`src/rtl/ss_pkg.sv`:
```
// -----------------------------------------------------------------------------
// ss_pkg
// Shared types and constants for the signal-conditioning (debounce/sync) slice.
//   deb_state_e  : debounce FSM state encoding (2 bits)
//   SS_SYNC_MIN  : smallest usable synchroniser depth
//   f_level      : debounced level presented while in a given state
//   f_busy       : whether a given state is qualifying a candidate transition
// -----------------------------------------------------------------------------
package ss_pkg;

    typedef enum logic [1:0] {
        S_LOW  = 2'd0,
        S_RISE = 2'd1,
        S_HIGH = 2'd2,
        S_FALL = 2'd3
    } deb_state_e;

    localparam int SS_SYNC_MIN = 2;

    // The accepted level stays put while a candidate is being qualified.
    function automatic logic f_level(input deb_state_e st);
        logic v;
        case (st)
            S_HIGH:  v = 1'b1;
            S_FALL:  v = 1'b1;
            S_LOW:   v = 1'b0;
            S_RISE:  v = 1'b0;
            default: v = 1'b0;
        endcase
        return v;
    endfunction

    function automatic logic f_busy(input deb_state_e st);
        logic v;
        case (st)
            S_RISE:  v = 1'b1;
            S_FALL:  v = 1'b1;
            S_LOW:   v = 1'b0;
            S_HIGH:  v = 1'b0;
            default: v = 1'b0;
        endcase
        return v;
    endfunction

endpackage

```
`src/rtl/ss_sync_chain.sv`:
```
// -----------------------------------------------------------------------------
// ss_sync_chain
// Multi-flop synchroniser bringing an asynchronous level into the i_clk domain.
// Ports:
//   i_clk : destination clock, rising edge
//   i_rst : synchronous active-high reset, loads every flop with RST_VAL
//   i_d   : asynchronous input level
//   o_q   : synchronised level (last flop of the chain)
// -----------------------------------------------------------------------------
module ss_sync_chain
    import ss_pkg::*;
#(
    parameter int   STAGES  = SS_SYNC_MIN,
    parameter logic RST_VAL = 1'b0
) (
    input  logic i_clk,
    input  logic i_rst,
    input  logic i_d,
    output logic o_q
);

    logic [STAGES-1:0] r_chain;

    // Shift chain: bit 0 is the only flop that samples the asynchronous input.
    always_ff @(posedge i_clk) begin
        if (i_rst) begin
            r_chain <= {STAGES{RST_VAL}};
        end else begin
            r_chain <= {r_chain[STAGES-2:0], i_d};
        end
    end

    assign o_q = r_chain[STAGES-1];

endmodule

```
`src/rtl/ss_debounce_sync.sv`:
```
// -----------------------------------------------------------------------------
// ss_debounce_sync
// Synchronises a raw asynchronous input and rejects pulses shorter than a
// stability window, presenting a clean level to the downstream edge detector.
// A new level is accepted once the synchronised input has held it for
// DEB_CYCLES+1 consecutive samples; anything shorter is dropped with a
// one-cycle o_glitch pulse.
// Ports:
//   i_clk    : system clock, rising edge
//   i_rst    : synchronous active-high reset
//   i_signal : raw asynchronous input
//   o_signal : debounced, synchronised level (registered)
//   o_busy   : high while a candidate transition is being qualified
//   o_glitch : one-cycle pulse when a candidate transition is rejected
// -----------------------------------------------------------------------------
module ss_debounce_sync
    import ss_pkg::*;
#(
    parameter int   SYNC_STAGES = 2,
    parameter int   DEB_CYCLES  = 4,
    parameter logic RST_VAL     = 1'b0
) (
    input  logic i_clk,
    input  logic i_rst,
    input  logic i_signal,
    output logic o_signal,
    output logic o_busy,
    output logic o_glitch
);

    localparam int            CW         = $clog2(DEB_CYCLES + 1);
    localparam logic [CW-1:0] CNT_LAST   = CW'(DEB_CYCLES - 1);
    localparam deb_state_e    RST_STATE  = RST_VAL ? S_HIGH : S_LOW;

    logic            w_sync;
    deb_state_e      r_state;
    deb_state_e      w_state_nxt;
    logic [CW-1:0]   r_cnt;
    logic [CW-1:0]   w_cnt_nxt;
    logic            w_glitch_nxt;
    logic            r_signal;
    logic            r_busy;
    logic            r_glitch;

    ss_sync_chain #(
        .STAGES  (SYNC_STAGES),
        .RST_VAL (RST_VAL)
    ) u_sync (
        .i_clk (i_clk),
        .i_rst (i_rst),
        .i_d   (i_signal),
        .o_q   (w_sync)
    );

    // Next-state logic: a revert always wins over acceptance on the last count.
    always_comb begin
        w_state_nxt  = r_state;
        w_cnt_nxt    = r_cnt;
        w_glitch_nxt = 1'b0;
        case (r_state)
            S_LOW: begin
                if (w_sync) begin
                    w_state_nxt = S_RISE;
                    w_cnt_nxt   = {CW{1'b0}};
                end else begin
                    w_state_nxt = S_LOW;
                end
            end
            S_RISE: begin
                if (!w_sync) begin
                    w_state_nxt  = S_LOW;
                    w_cnt_nxt    = {CW{1'b0}};
                    w_glitch_nxt = 1'b1;
                end else if (r_cnt == CNT_LAST) begin
                    w_state_nxt = S_HIGH;
                    w_cnt_nxt   = {CW{1'b0}};
                end else begin
                    w_cnt_nxt = r_cnt + CW'(1);
                end
            end
            S_HIGH: begin
                if (!w_sync) begin
                    w_state_nxt = S_FALL;
                    w_cnt_nxt   = {CW{1'b0}};
                end else begin
                    w_state_nxt = S_HIGH;
                end
            end
            S_FALL: begin
                if (w_sync) begin
                    w_state_nxt  = S_HIGH;
                    w_cnt_nxt    = {CW{1'b0}};
                    w_glitch_nxt = 1'b1;
                end else if (r_cnt == CNT_LAST) begin
                    w_state_nxt = S_LOW;
                    w_cnt_nxt   = {CW{1'b0}};
                end else begin
                    w_cnt_nxt = r_cnt + CW'(1);
                end
            end
            default: begin
                w_state_nxt = RST_STATE;
                w_cnt_nxt   = {CW{1'b0}};
            end
        endcase
    end

    // State, counter and outputs; outputs decode the next state so they line
    // up with the state they describe.
    always_ff @(posedge i_clk) begin
        if (i_rst) begin
            r_state  <= RST_STATE;
            r_cnt    <= {CW{1'b0}};
            r_signal <= RST_VAL;
            r_busy   <= 1'b0;
            r_glitch <= 1'b0;
        end else begin
            r_state  <= w_state_nxt;
            r_cnt    <= w_cnt_nxt;
            r_signal <= f_level(w_state_nxt);
            r_busy   <= f_busy(w_state_nxt);
            r_glitch <= w_glitch_nxt;
        end
    end

    assign o_signal = r_signal;
    assign o_busy   = r_busy;
    assign o_glitch = r_glitch;

endmodule

```
`config.mk`:
```
export PLATFORM = sky130hd
export DESIGN_NAME = ss_debounce_sync
export DESIGN_NICKNAME = d
export VERILOG_FILES = /design/src/rtl/ss_pkg.sv /design/src/rtl/ss_sync_chain.sv /design/src/rtl/ss_debounce_sync.sv
export SDC_FILE = /design/constraint.sdc
export NUM_CORES = 1
export LEC_CHECK = 0
export BUFFER_PORTS_ARGS = -buffer_cell sky130_fd_sc_hd__buf_2
export CAP_MARGIN = 20
export CORE_AREA = 2 2 39 41
export DETAILED_ROUTE_END_ITERATION = 8
export DIE_AREA = 0 0 41 43
export PLACE_DENSITY = 0.55
export SLEW_MARGIN = 20
export SYNTH_ARGS = -nofsm -noshare
export SYNTH_HDL_FRONTEND = slang
export SYNTH_SLANG_ARGS = --single-unit
```
`constraint.sdc`:
```
create_clock -name i_clk -period 0.95 [get_ports i_clk]
set_input_delay 0.285 -clock i_clk [delete_from_list [all_inputs] [get_ports i_clk]]
set_output_delay 0.285 -clock i_clk [all_outputs]
set_load 0.02 [all_outputs]
```
* After elaboration in Yosys (flattened, before gate mapping) *
Index checks and enable logic that the tools add are counted.

word-level totals
  word-level logic and storage cells = 41
  RAM bits = 0
  memories kept = 0
  bits in read-only memories = 0
  flip-flop bits (word level) = 10
  input port bits = 3
  output and inout port bits = 3
  bits in latches = 0

cells by class
  order comparisons = 0
  multipliers = 0
  reductions and logical operators = 7
  shifts and indexed selects = 0
  equality and inequality tests = 9
  divide/modulo/power cells = 0
  bitwise logic cells = 0
  add/subtract/negate cells = 1
  mux-type cells = 18

operators by type and width
  operator                                       number
  2-to-1 mux 3 bit                               5
  case mux 3 bit (4 select lines)                1
  == test 2 bit, second input constant           4
  2-to-1 mux 2 bit                               4
  case mux 2 bit (4 select lines)                1
  OR reduction 2 bit                             4
  case mux 1 bit (2 select lines)                3
  == test 2 x 1 -> 1 bit, second input constant  2
  zero test 2 bit                                2
  2-to-1 mux 1 bit                               4
  adder 3 x 1 -> 3 bit, second input constant    1
  == test 3 x 2 -> 1 bit, second input constant  1
  != test 2 x 1 -> 1 bit, second input constant  1
  != test 2 bit, second input constant           1
  AND reduction 2 bit                            1

* Logic depth before layout (Yosys ltp) *
Gate-level depths: netlist (run 1).

  depth after elaboration = 7
  gate-level depth with buffers = 4
  depth with buffers taken out = 4

* Cells and area by module *
Synthesis (run 1) repeated with hierarchy kept, for this count alone.

second synthesis, totals
  cell total of the unflattened synthesis = 35
  area total of the unflattened synthesis = 372.9 µm²

modules (own cells, without submodules)
  module            area each (µm²)  sequential area each (µm²)  cells an instance  times used
  ss_debounce_sync  320.3            160.2                       31                 1
  ss_sync_chain     52.6             40.0                        4                  1

* Worst setup path after synthesis (run 1) *
OpenSTA, ideal clock, no wires.

  path kind = reg-to-reg
  start = register r_cnt[0]
  end = register r_signal, in the netlist o_signal
  data arrival time = 0.871 ns
  cell stages (with the launch flop) = 5
  clock period less this slack = 0.989 ns
  buffers on the path = 0
  slack = -0.039 ns
  library setup time = 0.118 ns
  required time = 0.832 ns
  cell sequence = dfxtp_1 -> ha_1 -> nand3b_1 -> mux2i_1 -> nor2_1

on the way
  word-level cells in the longest chain between the ends = 7
  elaborated cells on any way between the ends = 13
  classes of those cells = 4 x eq/ne; 6 x mux; 3 x reduce/logical

ends and longest elaborated chain
  what                                            RTL line                                        RTL
  start, declared                                 ss_debounce_sync.sv:38                          logic [CW-1:0] r_cnt;
  start signal, assigned                          ss_debounce_sync.sv:113                         r_cnt <= {CW{1'b0}};
  start signal, assigned                          ss_debounce_sync.sv:119                         r_cnt <= w_cnt_nxt;
  == test 3 x 2 -> 1 bit *                        ss_debounce_sync.sv:74, ss_debounce_sync.sv:94
  2-to-1 mux 2 bit, on equally long branches      ss_debounce_sync.sv:94, ss_debounce_sync.sv:74
  2-to-1 mux 2 bit, on equally long branches      ss_debounce_sync.sv:90, ss_debounce_sync.sv:70
  case mux 2 bit (4 select lines) *               ss_debounce_sync.sv:60                          case (r_state)
  == test 2 x 1 -> 1 bit (tied with other cells)  ss_pkg.sv:23                                    case (st)
  OR reduction 2 bit (no line)                    -
  case mux 1 bit (2 select lines) *               ss_pkg.sv:23
  end signal, assigned                            ss_debounce_sync.sv:120                         r_signal <= f_level(w_state_nxt);
  end, declared                                   ss_debounce_sync.sv:41                          logic r_signal;

Mark *: on every way between the ends. The rest lies on a longest branch, timed or not.
A chain may end at the register's enable or synchronous reset.

* Worst setup path after layout (run 1) *
  start = register r_cnt[1]
  end = register r_signal, in the netlist o_signal

The elaborated chain is that of the path after synthesis.

==> summary.md, run 1 <==
| Metric | Value |
|---|---|
| Status | `finished, violations left` |
| Violated checks | `setup timing` |
| Hold path start | `i_signal` |
| Cells after synthesis | `35` |
| Hold Crit Depth | `2` |
| Clock sinks | `10` |
| CP Max Fanout | `2` |
| Pwr dens | `between 1000 and 1500 nW/um2` |
| Inst Count DP | `58` |
| Worst slew pin tran | `0.234 ns` |
| Post-Route WL | `648 um` |
| Num CTS Buffers | `3` |
| Critical-path cell list | `ha_4 > nand3b_1 > mux2i_1 > nor2_1` |
| CP delay by family, top | `flip-flops` |
| Slew Viols, Final | `0` |
| Crit path time final | `just over 1 ns` |
| Clock power share | `37.3%` |
| Max-Cap Viols | `0` |
| Vias in the first global route | `311` |
| Xor and xnor area share after synthesis | `4.35%` |
| Clk_lat worst skew | `0.26 ns` |
| Worst Reg2Reg Path Length in Cells | `4` |
| Total power | `0.755 mW` |
| Via count | `266` |
| RePlAce Congestion | `0.687` |
| CTS clock-pin slew for the worst setup and hold paths | `0.06 ns` |
| Yosys reg bits | `10` |
| 1st-pass router iterations | `1` |
| Unique masters post-synth | `18` |
| Pleak | `0.209 nW` |
| Total GRT Usage | `between 10% and 20%` |
| Fill cell count | `136` |
| Nets | `52` |
| Hold Path Class | `input pin to flip-flop` |
| WHS Endpoint | `u_sync.r_chain[0]` |
| Final hold vios | `0` |
| Slowest CP cell | `dfxtp_2` |
| Top-Level Pins | `6` |
| Required time of the critical path | `1.10 ns` |
| TNS Setup | `-0.400 ns` |
| Synth async-reset ratio | `0%` |
| Sw Pwr | `0.161 mW` |
| IO buf count | `5` |
| Global-route wire length before repair | `between 1000 and 1500 um` |
| Final ANT Viol Nets | `0` |
| Synth Area in Adders | `3.34%` |
| Row Count | `14` |
| Worst slew margin | `84.4%` |
| Critical R2R Capture | `o_signal` |
| Layout cells sized above 1 | `52.2%` |
| RSZ-0062 raised after global routing | `true` |
| Comb power frac | `approximately 5.7%` |
| H-Tree Level Count | `1` |
| Setup ws final | `-0.0799 ns` |
| Largest net degree at the start of global routing | `13` |
| Area delta synth->final | `39.1%` |
| Fraction of synthesized area in multiplexers | `under 10%` |
| Dpl hpwl | `427 um` |
| Worst setup path category | `flip-flop to flip-flop` |
| Post-synth EDFFs | `0` |
| Clock Path Buffers | `2` |
| Compound-Gate Fraction of Synth Area | `under 10%` |
| Reg2reg start | `r_cnt[1]` |
| Period utilisation layout | `108%` |
| VDD IR max | `roughly 560 uV` |
| Clock skew after layout | `approximately 0.0034 ns` |
| DR iter-0 viols | `0` |
| Critical Path Sink Type | `flip-flop` |
| Die area | `1760 um2` |
| CP peak stage delay | `0.34 ns` |
| WL/cell | `10.5 um` |
| Diode count | `0` |
| Clock root buffer | `clkbuf_4` |
| Post-synthesis net count | `39` |
| Die Span X | `41 um` |
| Core area | `1380 um2` |
| WP buf/inv | `0` |
| CTS Hold Bufs | `0` |
| Top_reg_cell synth | `dfxtp_1` |
| Internal cell power | `a little under 0.6 mW` |
| Most frequent cells in the layout | `5 x nor2_1, 5 x dfxtp_1, 4 x dfxtp_2, 4 x buf_4` |
| Crit path DAT | `1.18 ns` |
| Sw Ratio | `21.4%` |
| CTS tree | `yes` |
| CP startpoint kind | `flip-flop` |
| Post-Synth Simple-Gate Area | `about a quarter` |
| Mapped cell area | `374 um2` |
| Yosys warns | `0` |
| Fin cells | `62` |
| Vias per cell | `4.29` |
| Sequential fraction of the synthesis area | `53.5%` |
| Largest family of logic cells by synthesized area | `simple AND/OR/NAND/NOR gates` |
| Initial antenna violation count | `0` |
| Power share of the sequential group | `between 50% and 60%` |
| Max Clk Rate | `971 MHz` |
| DIE HEIGHT | `approximately 43 um` |
| Drc violations | `0` |
| Final setup viols | `10` |
| Reg-to-reg setup timing slack | `-0.08 ns` |
| Avg Cell Area, Syn | `10.7 um2` |
| Starting density of the core | `around 27%` |
| Total grt overflow | `0` |
[Yosys cell counts, types with 2 or more instances]
master | instances | area [um2]
dfxtp_1 | 10 | 200
nor2_1 | 5 | 18.8
nand2b_1 | 3 | 18.8
o21ai_2 | 2 | 17.5
nor2b_1 | 2 | 12.5
[registers in the layout, indices dropped and copies added (netlist names)]
signal          count
r_cnt               3
r_state             2
u_sync.r_chain      2
o_busy              1
o_glitch            1
o_signal            1
[worst max path at each step]
stage,from,end,slack (ns),cells after the start
2_1_floorplan,r_cnt[0],o_signal,-0.003,4
3_3_place_gp,r_cnt[1],o_signal,-0.07,4
3_5_place_dp,r_cnt[1],r_state[1],-0.08,4
4_1_cts,r_cnt[1],o_signal,-0.1,4
5_1_grt,r_cnt[0],o_signal,-0.14,4
6_report,r_cnt[1],o_signal,-0.08,4
[repair_timing]
item / 4_1_cts / 5_1_grt
buffers inserted: 1 / 0
resized for setup: 14 / 1
setup endpoints to repair: 8 / 11
gates cloned: 0 / 0
pin swaps: 4 / 4
endpoints found under the hold margin: 0 / 0
[cell type report]
class / instances / area [um2] / area share (%)
Sequential cell: 10 / 209 / 40.1
Multi-Input combinational cell: 23 / 191 / 36.8
Timing Repair Buffer: 9 / 73.8 / 14.2
Clock buffer: 3 / 22.5 / 4.33
Tap cell: 16 / 20.0 / 3.85
Inverter: 1 / 3.75 / 0.721
[through the flow]
stage	instance area [um2]	hold WS, ns	setup slack (ns)	utilization [%]
CTS	510	0.233	-0.0975	36.9
detailed placement	439	0.431	-0.0836	31.7
floorplan	377	0.413	-0.00304	-
global placement	439	0.440	-0.0658	31.7
finish	520	0.239	-0.0799	37.6
global route	520	0.229	-0.136	37.6
[metal layers]
| metal | global-route usage [%] | vias up | wire length [um] |
|---|---|---|---|
| met2 | 13.4 | 3 | 317 |
| li1 | - | 138 | - |
| met1 | 12.0 | 123 | 297 |
| met5 | 0 | - | 0 |
| met4 | 13.3 | 0 | 17 |
| met3 | 4.71 | 2 | 16 |
[power groups by stage]
stage	Clock, mW	Sequential, mW	Combinational [mW]
floorplan	0	0.442	0.0233
global placement	0	0.439	0.0391
CTS	0.293	0.430	0.0436
detailed placement	0	0.439	0.0395
finish	0.281	0.430	0.0433
global route	0.314	0.431	0.0476
[cell families (layout without fill, tap and decap cells)]
group	count (synthesis)	in the layout
AO/OA/AOI/OAI	4	4
XOR/XNOR	1	1
adder cells (fa/ha/maj)	1	1
buffers and inverters	2	13
flip-flops	10	10
multiplexers	1	1
AND/OR/NAND/NOR	16	16
(Power assumes the default switching activity.)
==> run 2, diff against run 1 <==
- ABC_AREA: default -> 1
- PLACE_DENSITY: 0.55 -> 0.54
==> run 2 against run 1 <==
The flow still finishes with violations (setup timing). Maximum frequency grew 5.8%. Critical path depth is 3 lower. Sequential cell count is the same. Register-to-register slack improved by 0.12 ns. Cell count up 16%. Total power decreased by 2.8%. Combinational power fell by 14%. First-iteration DRC count increased by 7. Final area shrank 3.1%. Sequential power about the same. Non-clock buffer count shrank 3. Setup slack better by 0.057 ns. Critical endpoint is now o_glitch. Largest power group unchanged.
==> summary.md, run 2 <==
| Metric | Value |
|---|---|
| Row Count | `14` |
| Period utilisation layout | `102%` |
| Post-synth EDFFs | `0` |
| Post-synthesis net count | `51` |
| CP startpoint kind | `flip-flop` |
| Critical-path cell list | `buf_6` |
| Critical R2R Capture | `o_signal` |
| Most frequent cells in the layout | `9 x nand2_1, 5 x inv_1, 5 x nand3_1, 5 x a21oi_1, 5 x dfxtp_2` |
| Violated checks | `setup timing` |
| Yosys reg bits | `10` |
| TNS Setup | `-0.0662 ns` |
| Largest net degree at the start of global routing | `7` |
| Final hold vios | `0` |
| CP peak stage delay | `approximately 0.31 ns` |
| Worst setup path category | `flip-flop to primary output` |
| IO buf count | `5` |
| Vias in the first global route | `288` |
| WP buf/inv | `1` |
| CTS tree | `yes` |
| Total power | `0.734 mW` |
| CTS Hold Bufs | `0` |
| Synth async-reset ratio | `0%` |
| Total grt overflow | `0` |
| Layout cells sized above 1 | `41.1%` |
| H-Tree Level Count | `1` |
| DR iter-0 viols | `7` |
| Cells after synthesis | `47` |
| Slowest CP cell | `dfxtp_2` |
| Max-Cap Viols | `0` |
| Unique masters post-synth | `11` |
| Die area | `around 1800 um2` |
| Hold Path Class | `input pin to flip-flop` |
| Clock sinks | `10` |
| Area of placed instances | `424 um2` |
| Crit path time final | `0.973 ns` |
| Num CTS Buffers | `3` |
| Top-Level Pins | `6` |
| Nets | `62` |
| Clock root buffer | `clkbuf_4` |
| Pleak | `0.207 nW` |
| Design Area, Final | `504 um2` |
| Required time of the critical path | `approximately 0.66 ns` |
| Count leader, synth | `nand2_1` |
| Worst hold slack | `0.229 ns` |
| Dominant cells by area after synthesis | `dfxtp_1 55%, nand2_1 11%, nand3_1 8.2%, a21oi_1 6.8%, inv_1 5.1%` |
| Yosys top cell by area | `dfxtp_1` |
| Via count | `around 320` |
| Top_reg_cell synth | `dfxtp_1` |
| Dpl hpwl | `approximately 490 um` |
| Hold Crit Depth | `3` |
| Max Clk Rate | `around 1000 MHz` |
| Critical Path Sink Type | `primary output` |
| Avg Cell Area, Syn | `7.80 um2` |
| DIE HEIGHT | `43 um` |
| Top reg by flops | `r_cnt` |
| Clock skew after layout | `0.00273 ns` |
| RSZ-0062 raised after global routing | `true` |
| Fin cells | `between 70 and 80` |
| Sequential fraction of the synthesis area | `54.6%` |
| Clock Path Buffers | `2` |
| Core area | `~1400 um2` |
| Drc violations | `0` |
| Setup ws final | `-0.0231 ns` |
| Global-route wire length before repair | `1040 um` |
| Commonest non-fill, non-tap cell in the layout | `nand2_1` |
| Place WS | `-0.0405 ns` |
| Post-Route WL | `around 650 um` |
| Area delta synth->final | `37.5%` |
| Crit path DAT | `slightly below 0.7 ns` |
| Reg-to-reg setup timing slack | `0.04 ns` |
| Fill cell count | `141` |
| Hold path start | `i_signal` |
| Status | `finished, violations left` |
| Worst slew pin tran | `0.129 ns` |
| Slew Viols, Final | `0` |
| Worst Reg2Reg Path Length in Cells | `4` |
| Die Span X | `41 um` |
| Final ANT Viol Nets | `0` |
| Starting density of the core | `a little over a quarter` |
| Initial antenna violation count | `0` |
| Reg2reg start | `r_cnt[0]` |
| Total GRT Usage | `9.26%` |
| Synth cell count leaders | `11 x nand2_1, 10 x dfxtp_1, 6 x nand3_1` |
| CP delay by family, top | `flip-flops` |
| Yosys top cell area share | `~55%` |
| Diode count | `0` |
| Pwr dens | `1450 nW/um2` |
| Yosys warns | `0` |
| WHS Endpoint | `u_sync.r_chain[0]` |
| Inst Count DP | `68` |
| Worst slew margin | `around nine tenths` |
| Final setup viols | `3` |
| Post-route core utilization | `approximately 36%` |
| WL/cell | `between 9 and 10 um` |
| Largest regs | `r_cnt (3), r_state (2), u_sync.r_chain (2)` |
| Mapped cell area | `between 300 and 400 um2` |
| Vias per cell | `4.42` |
| VDD IR max | `666 uV` |
| Clk_lat worst skew | `between 0.2 and 0.3 ns` |
| 1st-pass router iterations | `2` |
| CP Max Fanout | `1` |
| RePlAce Congestion | `0.732` |
| CTS clock-pin slew for the worst setup and hold paths | `0.06 ns` |
| Max reg flops | `3` |
-- run 2: changes by cell type in the layout (fill, tap and decap cells not counted), moves of 2 or more --
| cell | change |
|---|---|
| a21oi_1 | +5 |
| buf_4 | -3 |
| inv_1 | +4 |
| inv_2 | +2 |
| nand2_1 | +9 |
| nand2b_1 | -3 |
| nand3_1 | +4 |
| nor2b_1 | -2 |
-- run 2: cell type report --
cell class,instances,area (um2),share of cell area (%)
Sequential cell,10,210,41.7
Multi-Input combinational cell,30,174,34.5
Timing Repair Buffer,6,51.3,10.2
Inverter,7,26.3,5.21
Clock buffer,3,22.5,4.47
Tap cell,16,20.0,3.97
-- run 2: per-layer routing --
| metal | track usage, % | wire (um) | part of all wire [%] |
|---|---|---|---|
| met2 | 14.1 | 312 | 48 |
| met5 | 0 | 0 | 0 |
| met1 | 8.44 | 292 | 45 |
| met4 | 6.00 | 8 | 1.2 |
| met3 | 6.28 | 35 | 5.4 |
-- run 2: repair_timing --
item	4_1_cts	5_1_grt
setup buffers	0	1
resized for setup	11	5
gates cloned	0	0
endpoints found under the setup margin	5	8
endpoints found under the hold margin	0	0
pin swaps	2	1
-- run 2: worst max path at each step --
stage               slack (ns)        to     start  depth (start not counted)
floorplan                 0.02  o_signal  r_cnt[0]                          4
global placement         -0.02  o_signal  r_cnt[1]                          4
detailed placement       -0.04  o_signal  r_cnt[1]                          4
CTS                      -0.03    o_busy    o_busy                          1
global route             -0.05    o_busy    o_busy                          1
finish                   -0.02  o_glitch  o_glitch                          1
-- run 2: power by group --
group / leakage [nW] / switching [mW] / internal, mW
logic: 0.109 / 0.0225 / 0.0146
clock network: 0.0138 / 0.121 / 0.145
registers: 0.0844 / 0.00557 / 0.425
total: 0.207 / 0.149 / 0.584
-- run 2: kinds of logic after synthesis --
logic type	after synthesis	synth area share, %
AO/OA/AOI/OAI	6	8.19
adder cells (fa/ha/maj)	1	3.41
buffers and inverters	7	7.17
flip-flops	10	54.6
AND/OR/NAND/NOR	23	26.6
